`src/rtl/lite16_pkg.sv`:
```
// -----------------------------------------------------------------------------
// lite16_pkg
// Shared definitions for the LITE-16 core front end:
//   WORD_W        instruction / address width (word addressed)
//   RESET_PC      default first fetch address after reset
//   HALT_OPCODE   instruction word that halts fetch when FETCH_HALT_EN is built
//   fetch_state_t fetch FSM states
//   pc_inc()      program-counter increment, modulo 2^WORD_W
// -----------------------------------------------------------------------------
package lite16_pkg;

  localparam int WORD_W = 16;

  localparam logic [WORD_W-1:0] RESET_PC    = 16'h0000;
  localparam logic [WORD_W-1:0] HALT_OPCODE = 16'hFFFF;

  typedef enum logic [1:0] {
    IDLE = 2'd0,
    REQ  = 2'd1,
    HOLD = 2'd2,
    HALT = 2'd3
  } fetch_state_t;

  // Wraps 16'hFFFF -> 16'h0000 silently; there is no overflow flag.
  function automatic logic [WORD_W-1:0] pc_inc(input logic [WORD_W-1:0] pc);
    return pc + WORD_W'(1);
  endfunction

endpackage : lite16_pkg

```
`src/rtl/fetch_unit.sv`:
```
// -----------------------------------------------------------------------------
// fetch_unit
// Instruction fetch stage of the LITE-16 core. Owns the program counter, issues
// one word read at a time to instruction memory (req/ack) and hands each fetched
// word plus its address to decode (valid/ready). Execute can redirect fetch with
// a one-cycle br_valid pulse at any time; a request already in flight to memory
// is allowed to complete and its word is thrown away.
//
// Build option: FETCH_HALT_EN
//   defined   -> adds output 'halted'; a fetched 16'hFFFF word stops fetch for
//                good (only rst recovers).
//   undefined -> no 'halted' port; 16'hFFFF is an ordinary instruction.
//
// Ports
//   clk          in   1       rising-edge clock
//   rst          in   1       asynchronous, active-high reset
//   imem_req     out  1       read request, held until imem_ack
//   imem_addr    out  WORD_W  word address, stable while imem_req is high
//   imem_ack     in   1       one-cycle pulse: imem_rdata valid, request done
//   imem_rdata   in   WORD_W  fetched instruction word
//   instr_valid  out  1       instr / instr_pc hold a word for decode
//   instr_ready  in   1       decode takes the word when valid & ready
//   instr        out  WORD_W  fetched instruction
//   instr_pc     out  WORD_W  address of instr
//   br_valid     in   1       one-cycle redirect pulse from execute
//   br_target    in   WORD_W  redirect address, sampled with br_valid
//   halted       out  1       (FETCH_HALT_EN only) halt opcode reached
// -----------------------------------------------------------------------------
module fetch_unit #(
  parameter int                WORD_W   = lite16_pkg::WORD_W,
  parameter logic [WORD_W-1:0] RESET_PC = lite16_pkg::RESET_PC
) (
  input  logic              clk,
  input  logic              rst,
  output logic              imem_req,
  output logic [WORD_W-1:0] imem_addr,
  input  logic              imem_ack,
  input  logic [WORD_W-1:0] imem_rdata,
  output logic              instr_valid,
  input  logic              instr_ready,
  output logic [WORD_W-1:0] instr,
  output logic [WORD_W-1:0] instr_pc,
  input  logic              br_valid,
  input  logic [WORD_W-1:0] br_target
`ifdef FETCH_HALT_EN
  ,
  output logic              halted
`endif
);

  import lite16_pkg::*;

  // ---------------------------------------------------------------------------
  // State and registers
  // ---------------------------------------------------------------------------
  fetch_state_t      r_state;
  fetch_state_t      w_state_nxt;

  logic [WORD_W-1:0] r_fetch_pc;
  logic [WORD_W-1:0] w_fetch_pc_nxt;

  // Set when a redirect arrives while a request is outstanding: the word that
  // request returns belongs to the old path and must be dropped.
  logic              r_kill;
  logic              w_kill_nxt;

  logic              r_imem_req;
  logic              w_imem_req_nxt;
  logic [WORD_W-1:0] r_imem_addr;
  logic [WORD_W-1:0] w_imem_addr_nxt;

  logic              r_instr_valid;
  logic              w_instr_valid_nxt;
  logic [WORD_W-1:0] r_instr;
  logic [WORD_W-1:0] w_instr_nxt;
  logic [WORD_W-1:0] r_instr_pc;
  logic [WORD_W-1:0] w_instr_pc_nxt;

`ifdef FETCH_HALT_EN
  logic              r_halted;
  logic              w_halted_nxt;
`endif

  // ---------------------------------------------------------------------------
  // FSM state register
  // ---------------------------------------------------------------------------
  // NOTE: clocked blocks use non-blocking (<=) so every register samples the
  // pre-edge values of the others, regardless of statement order.
  always_ff @(posedge clk or posedge rst) begin
    if (rst) begin
      r_state <= IDLE;
    end else begin
      r_state <= w_state_nxt;
    end
  end

  // ---------------------------------------------------------------------------
  // Next-state and next-output logic
  // ---------------------------------------------------------------------------
  // NOTE: every signal gets a default at the top of the block; a path that
  // forgot one would otherwise infer a latch.
  always_comb begin
    w_state_nxt       = r_state;
    w_fetch_pc_nxt    = r_fetch_pc;
    w_kill_nxt        = r_kill;
    w_imem_req_nxt    = r_imem_req;
    w_imem_addr_nxt   = r_imem_addr;
    w_instr_valid_nxt = r_instr_valid;
    w_instr_nxt       = r_instr;
    w_instr_pc_nxt    = r_instr_pc;
`ifdef FETCH_HALT_EN
    w_halted_nxt      = r_halted;
`endif

    unique case (r_state)
      IDLE: begin
        // First request goes out one cycle after reset release; a redirect
        // arriving here simply replaces the start address.
        w_state_nxt    = REQ;
        w_imem_req_nxt = 1'b1;
        if (br_valid) begin
          w_fetch_pc_nxt  = br_target;
          w_imem_addr_nxt = br_target;
        end else begin
          w_imem_addr_nxt = r_fetch_pc;
        end
      end

      REQ: begin
        if (imem_ack) begin
          if (br_valid) begin
            // Redirect coincides with the returning word: drop the word and
            // reissue at the target back-to-back, nothing left to kill.
            w_fetch_pc_nxt  = br_target;
            w_kill_nxt      = 1'b0;
            w_imem_addr_nxt = br_target;
          end else if (r_kill) begin
            // Stale word from before a redirect; fetch_pc already holds the
            // target, so reissue from it without leaving REQ.
            w_kill_nxt      = 1'b0;
            w_imem_addr_nxt = r_fetch_pc;
`ifdef FETCH_HALT_EN
          end else if (imem_rdata == HALT_OPCODE) begin
            w_state_nxt    = HALT;
            w_imem_req_nxt = 1'b0;
            w_halted_nxt   = 1'b1;
`endif
          end else begin
            w_state_nxt       = HOLD;
            w_imem_req_nxt    = 1'b0;
            w_instr_valid_nxt = 1'b1;
            w_instr_nxt       = imem_rdata;
            w_instr_pc_nxt    = r_fetch_pc;
            w_fetch_pc_nxt    = pc_inc(r_fetch_pc);
          end
        end else if (br_valid) begin
          // Request is in flight and must finish at its original address;
          // remember the target and mark its data as stale. A later redirect
          // simply overwrites the target.
          w_fetch_pc_nxt = br_target;
          w_kill_nxt     = 1'b1;
        end
      end

      HOLD: begin
        if (br_valid) begin
          w_state_nxt       = REQ;
          w_instr_valid_nxt = 1'b0;
          w_fetch_pc_nxt    = br_target;
          w_imem_req_nxt    = 1'b1;
          w_imem_addr_nxt   = br_target;
        end else if (instr_ready) begin
          w_state_nxt       = REQ;
          w_instr_valid_nxt = 1'b0;
          w_imem_req_nxt    = 1'b1;
          w_imem_addr_nxt   = r_fetch_pc;
        end
      end

      HALT: begin
        // Terminal: only rst leaves this state; all inputs are ignored.
        w_imem_req_nxt    = 1'b0;
        w_instr_valid_nxt = 1'b0;
      end

      default: begin
        w_state_nxt = IDLE;
      end
    endcase
  end

  // ---------------------------------------------------------------------------
  // Datapath / output registers
  // ---------------------------------------------------------------------------
  always_ff @(posedge clk or posedge rst) begin
    if (rst) begin
      r_fetch_pc    <= RESET_PC;
      r_kill        <= 1'b0;
      r_imem_req    <= 1'b0;
      r_imem_addr   <= RESET_PC;
      r_instr_valid <= 1'b0;
      r_instr       <= '0;
      r_instr_pc    <= '0;
`ifdef FETCH_HALT_EN
      r_halted      <= 1'b0;
`endif
    end else begin
      r_fetch_pc    <= w_fetch_pc_nxt;
      r_kill        <= w_kill_nxt;
      r_imem_req    <= w_imem_req_nxt;
      r_imem_addr   <= w_imem_addr_nxt;
      r_instr_valid <= w_instr_valid_nxt;
      r_instr       <= w_instr_nxt;
      r_instr_pc    <= w_instr_pc_nxt;
`ifdef FETCH_HALT_EN
      r_halted      <= w_halted_nxt;
`endif
    end
  end

  assign imem_req    = r_imem_req;
  assign imem_addr   = r_imem_addr;
  assign instr_valid = r_instr_valid;
  assign instr       = r_instr;
  assign instr_pc    = r_instr_pc;
`ifdef FETCH_HALT_EN
  assign halted      = r_halted;
`endif

endmodule : fetch_unit

```
`config.mk`:
```
export PLATFORM = sky130hd
export DESIGN_NAME = fetch_unit
export DESIGN_NICKNAME = d
export VERILOG_FILES = /design/src/rtl/lite16_pkg.sv /design/src/rtl/fetch_unit.sv
export SDC_FILE = /design/constraint.sdc
export NUM_CORES = 1
export LEC_CHECK = 0
export BUFFER_PORTS_ARGS = -buffer_cell sky130_fd_sc_hd__buf_2
export CAP_MARGIN = 10
export CORE_ASPECT_RATIO = 1.4
export CORE_MARGIN = 8
export CORE_UTILIZATION = 57
export DETAILED_ROUTE_END_ITERATION = 8
export GPL_ROUTABILITY_DRIVEN = 1
export PLACE_DENSITY = 0.95
export SETUP_SLACK_MARGIN = 0.4
export SLEW_MARGIN = 10
export SYNTH_ARGS = -nofsm -noshare
export SYNTH_HDL_FRONTEND = slang
export SYNTH_SLANG_ARGS = --single-unit
```
`constraint.sdc`:
```
create_clock -name clk -period 3.81 [get_ports clk]
set_input_delay 0.762 -clock clk [delete_from_list [all_inputs] [get_ports clk]]
set_output_delay 0.762 -clock clk [all_outputs]
set_load 0.005 [all_outputs]
```
[Yosys cells after proc, flatten, opt, wreduce, memory -nomap -nowiden]
Cells that the tools add are included.
Cells by class
  reduce and logical (&&, ||, !) cells: 13
  $add $sub $neg: 1
  muxes and demuxes: 31
  eq/ne operators: 9
  bitwise operators: 2
Operator list (count)
  16-bit two-way mux: 9
  16-bit one-hot mux with 3 select lines: 1
  16-bit one-hot mux with 2 select lines: 1
  16-bit by 1-bit adder with 16-bit output, second input constant: 1
  1-bit two-way mux: 12
  4-bit AND reduction: 3
  2-bit two-way mux: 5
  5-bit AND reduction: 2
  2-bit inequality test, second input constant: 3
  3-bit inequality test, second input constant: 2
  2-bit one-hot mux with 3 select lines: 1
  3-bit nonzero test: 2
  2-bit == test, second input constant: 2
  4-bit inequality test, second input constant: 1
  1-bit one-hot mux with 4 select lines: 1
  2-bit AND reduction: 2
  2-bit nonzero test: 2
  1-bit one-hot mux with 3 select lines: 1
  2-bit by 1-bit == test with 1-bit output, second input constant: 1
  2-bit logical NOT: 1
  1-bit inverter: 2
  2-bit OR reduction: 1
Storage, ports and cells
  input port bits: 37
  bits in registers: 69

[Logic depth before layout (Yosys ltp)]
  depth after elaboration: 5
  mapped depth: 7
  mapped depth without buffers: 5

[Worst setup path before layout]
No wires, ideal clock.
  kind: input to register
  start point: in instr_ready
  end point: reg r_imem_addr[0], in the netlist imem_addr[0]
  arrival time: 1.811 ns
  buffers on the path: 1
  library setup time: 0.125 ns
  stages on the path: 5
  slack: 1.874 ns
  cells stage by stage: nand2b_1 > a21oi_1 > a21oi_2 > buf_2 > mux2_2
Between the ends
  longest elaborated chain between the ends: 2
Ends and longest elaborated chain
  start, declared: line fetch_unit.sv:40  | input logic instr_ready,
  3-bit inequality test (no source line)
  4-bit AND reduction (no source line)
  end signal, assigned: line fetch_unit.sv:211  | r_imem_addr <= w_imem_addr_nxt;
  end, declared: line fetch_unit.sv:69  | logic [WORD_W-1:0] r_imem_addr;
Every way passes these cells.
A chain may end at the register's enable or synchronous reset.

[Worst setup path after layout]
  start point: in br_valid
  end point: reg r_fetch_pc[0]
Between the ends
  longest elaborated chain between the ends: 3
  elaborated cells between the ends (all ways): 6
  classes of those cells: 1 x eq/ne; 4 x mux; 1 x reduce/logical
Ends and longest elaborated chain
  start, declared: line fetch_unit.sv:43  | input logic br_valid,
  16-bit two-way mux (on tied branches)
  16-bit two-way mux: line fetch_unit.sv:130  | if (imem_ack) begin
  16-bit one-hot mux with 2 select lines: line fetch_unit.sv:115  | unique case (r_state)
  end signal, assigned: line fetch_unit.sv:208  | r_fetch_pc <= w_fetch_pc_nxt;
  end, declared: line fetch_unit.sv:59  | logic [WORD_W-1:0] r_fetch_pc;
Parallel ways exist; a longest one is shown, timed or not.

==> results.py <==
metrics = {
    "outcome": {
        "outcome": "completed",
    },
    "setup_path": {
        "critPathMaxStageDelay_ns": 0.60,
        "crit_family": "simple AND/OR/NAND/NOR gates",
        "crit_slowest_cell": "buf_2",
        "cp_max_fo": 50,
        "startpoint_type": "input port",
        "worstSetupPathType": "input port to flop",
        "cp-end-kind": "flop",
        "crit_required_ns": 4.05,
        "path_cells": "buf_2, nand4b_1, and2_1, o21ai_0, a22o_1",
        "crit_buf_inv": 1,
        "cp.arrival_ns": 2.71,
    },
    "detailed_routing": {
        "vias_per_cell": 6.00,
        "routed_wl_um": 8240,
        "vias": 2717,
        "ant_nets": 0,
        "first_pass_iters": 5,
        "routedWlPerCell_um": 18.2,
        "post-route-drc-count": 0,
        "drtIter0Drc": 220,
    },
    "global_route": {
        "grt_overflow": 0,
        "grt_use_total": 0.200,
        "antenna_found_initial": 0,
        "grt_pass1_wl_um": 13600,
        "grt_pass1_vias": 2742,
        "grt_max_degree": 51,
    },
    "synthesis": {
        "synth_compound_area_frac": 0.150,
        "muxShareOfSynthArea": 0.179,
        "synth.yosys.seq_area_share": 0.511,
        "synth_top_family_by_area": "multiplexers",
        "syn-instance-count": 300,
        "yosysTopAreaCell": "dfrtp_1",
        "ys_ff_latch": 69,
        "synth_edf_count": 0,
        "synthSimpleGateAreaFrac": 0.107,
        "syn_nets": 338,
        "synth_top_flop_cell": "dfrtp_1",
        "yosysTopAreaCellShare": 0.511,
        "postSynth.asyncResetShare": 1.00,
        "synthDistinctLibCells": 49,
        "synth_area_per_cell_um2": 11.3,
        "synth-xor-area-share": 0,
        "synthAdderAreaFrac": 0.00371,
        "ys.warnings.count": 0,
        "synthTopCellsByArea": "dfrtp_1, mux2_4, mux2_2, nand2_1, a21oi_1",
        "synth_area_um2": 3380,
    },
    "sta": {
        "fin_hold_ws_ns": 0.449,
        "clock_skew_ns": 0.0108,
        "hold_viol": 0,
        "setup_viol": 0,
        "rsz0062_at_grt": "false",
        "period_needed_ns": 2.47,
        "tightestPinTransition_ns": 0.995,
        "fmax_mhz": 406,
        "fin_tns_setup_ns": 0,
        "finalCritPeriodShare": 0.647,
        "relSlewSlack": 0.337,
        "finalMaxSlewViolations": 0,
    },
    "power_and_ir_drop": {
        "p_total_uw": 1500,
        "power_density_nw_per_um2": 375,
        "power.leakage_uw": 0.00216,
        "ir_worst_vdd_v": 0.000248,
    },
    "placed_design": {
        "hpwl_um": 5990,
        "place.gp.congestion": 0.903,
        "numPortBuffers": 86,
        "dp.cells": 437,
    },
    "cells_and_area": {
        "fillCellCount": 432,
        "finalNetCount": 416,
        "antenna_cells": 0,
        "fin_cells": 453,
        "drive_gt1_frac": 0.399,
        "syn_to_final_growth_pct": 18.8,
        "ff_latch_area_um2": 1730,
        "multi_input_area_um2": 1480,
    },
    "clock_tree": {
        "hold_buffers": 0,
        "clk_pin_slew_ns": 0.08,
        "ctsResizeCount": 0,
        "cts-root-buf": "clkbuf_8",
        "cts.sinks": 69,
        "cts_setup_buffers": 0,
        "cts_tree": "built",
        "clock_latency_ns": 0.36,
        "numCtsBuffers": 9,
        "clockBufferDepth": 2,
        "ctsHtreeMaxLevel": 3,
    },
    "die": {
        "ioPinCount": 87,
        "die_height_um": 107,
        "die-area_um2": 8680,
        "row_count": 33,
        "initial_core_util": 0.584,
        "coreArea_um2": 5780,
        "die_w_um": 81.0,
    },
    "hold_path": {
        "hold_class": "input port to asynchronous set/reset pin",
    },
    "job": {
        "maxCapViolCount": 0,
    },
}
[cell usage after synthesis, types with 5 or more instances]
cell and n:
nor2_1 7, clkbuf_1 7, nand2_1 35, and4_1 5, dfrtp_1 69, nand4_1 8
o21ai_0 19, o21ai_1 8, inv_1 12, buf_2 5, a21oi_1 20, mux2_4 26
mux2_2 18
[metrics by stage]
stage               setup WS (ns)  utilization  area [um^2]
floorplan                    1.31            -         3380
global placement             1.11        0.655         3790
detailed placement          0.966        0.655         3790
CTS                          1.35        0.694         4010
global route                 1.20        0.694         4010
finish                       1.34        0.694         4010
[final timing paths]
path / depth (start not counted) / startpoint / slack [ns] / end
max in group asynchronous: 3 / rst / 2.60 / r_fetch_pc[10]
worst max register to register: 4 / r_state[0] / 1.73 / imem_addr[8]
worst max-delay path: 5 / br_valid / 1.34 / r_fetch_pc[0]
min in group clk: 2 / instr_pc[9] / 0.49 / instr_pc[9]
worst min register to register: 2 / instr_pc[9] / 0.49 / instr_pc[9]
worst min-delay path: 2 / rst / 0.45 / instr[5]
[sequential cells by signal (all words and copies together) (netlist names)]
signal / flops
r_kill: 1
imem_addr: 16
instr: 16
r_fetch_pc: 16
imem_req: 1
instr_pc: 16
r_state: 2
instr_valid: 1
[kinds of logic after synthesis]
logic type,after synthesis
compound gates,80
buf+inv,33
flops,69
mux,45
fa+ha+maj,1
simple gates,72
[metal layers]
metal  share of wire  up-vias  GRT usage
met2            0.51      117      0.314
li1                -     1253          -
met4           0.028        0      0.108
met3           0.074       21     0.0469
met1            0.39     1326      0.248
met5               0        -          0
[cell usage in the layout, fill, tap and decap left out, types with 5 or more instances in the layout]
master and instances:
nand4_1 8, buf_2 86, dfrtp_1 69, clkbuf_8 10, nand2_1 35, a21oi_1 20
mux2_2 18, nor2_1 7, mux2_4 26, o21ai_1 8, and4_1 5, inv_1 11
o21ai_0 19
[final cells by class]
cell class / instances / share of cell area
tap: 70 / 0.0218
inverter: 12 / 0.0112
clock inverter: 6 / 0.0215
clock buffer: 10 / 0.0343
multi-input combinational: 198 / 0.369
timing repair buffer: 88 / 0.111
sequential: 69 / 0.431
[where the power goes]
| part | total (uW) | switching (uW) | internal [uW] |
|---|---|---|---|
| Clock | 670 | 285 | 385 |
| Sequential | 745 | 4.44 | 740 |
| Combinational | 89.1 | 50.3 | 38.7 |
No activity file was read; power rests on OpenSTA's default activity.
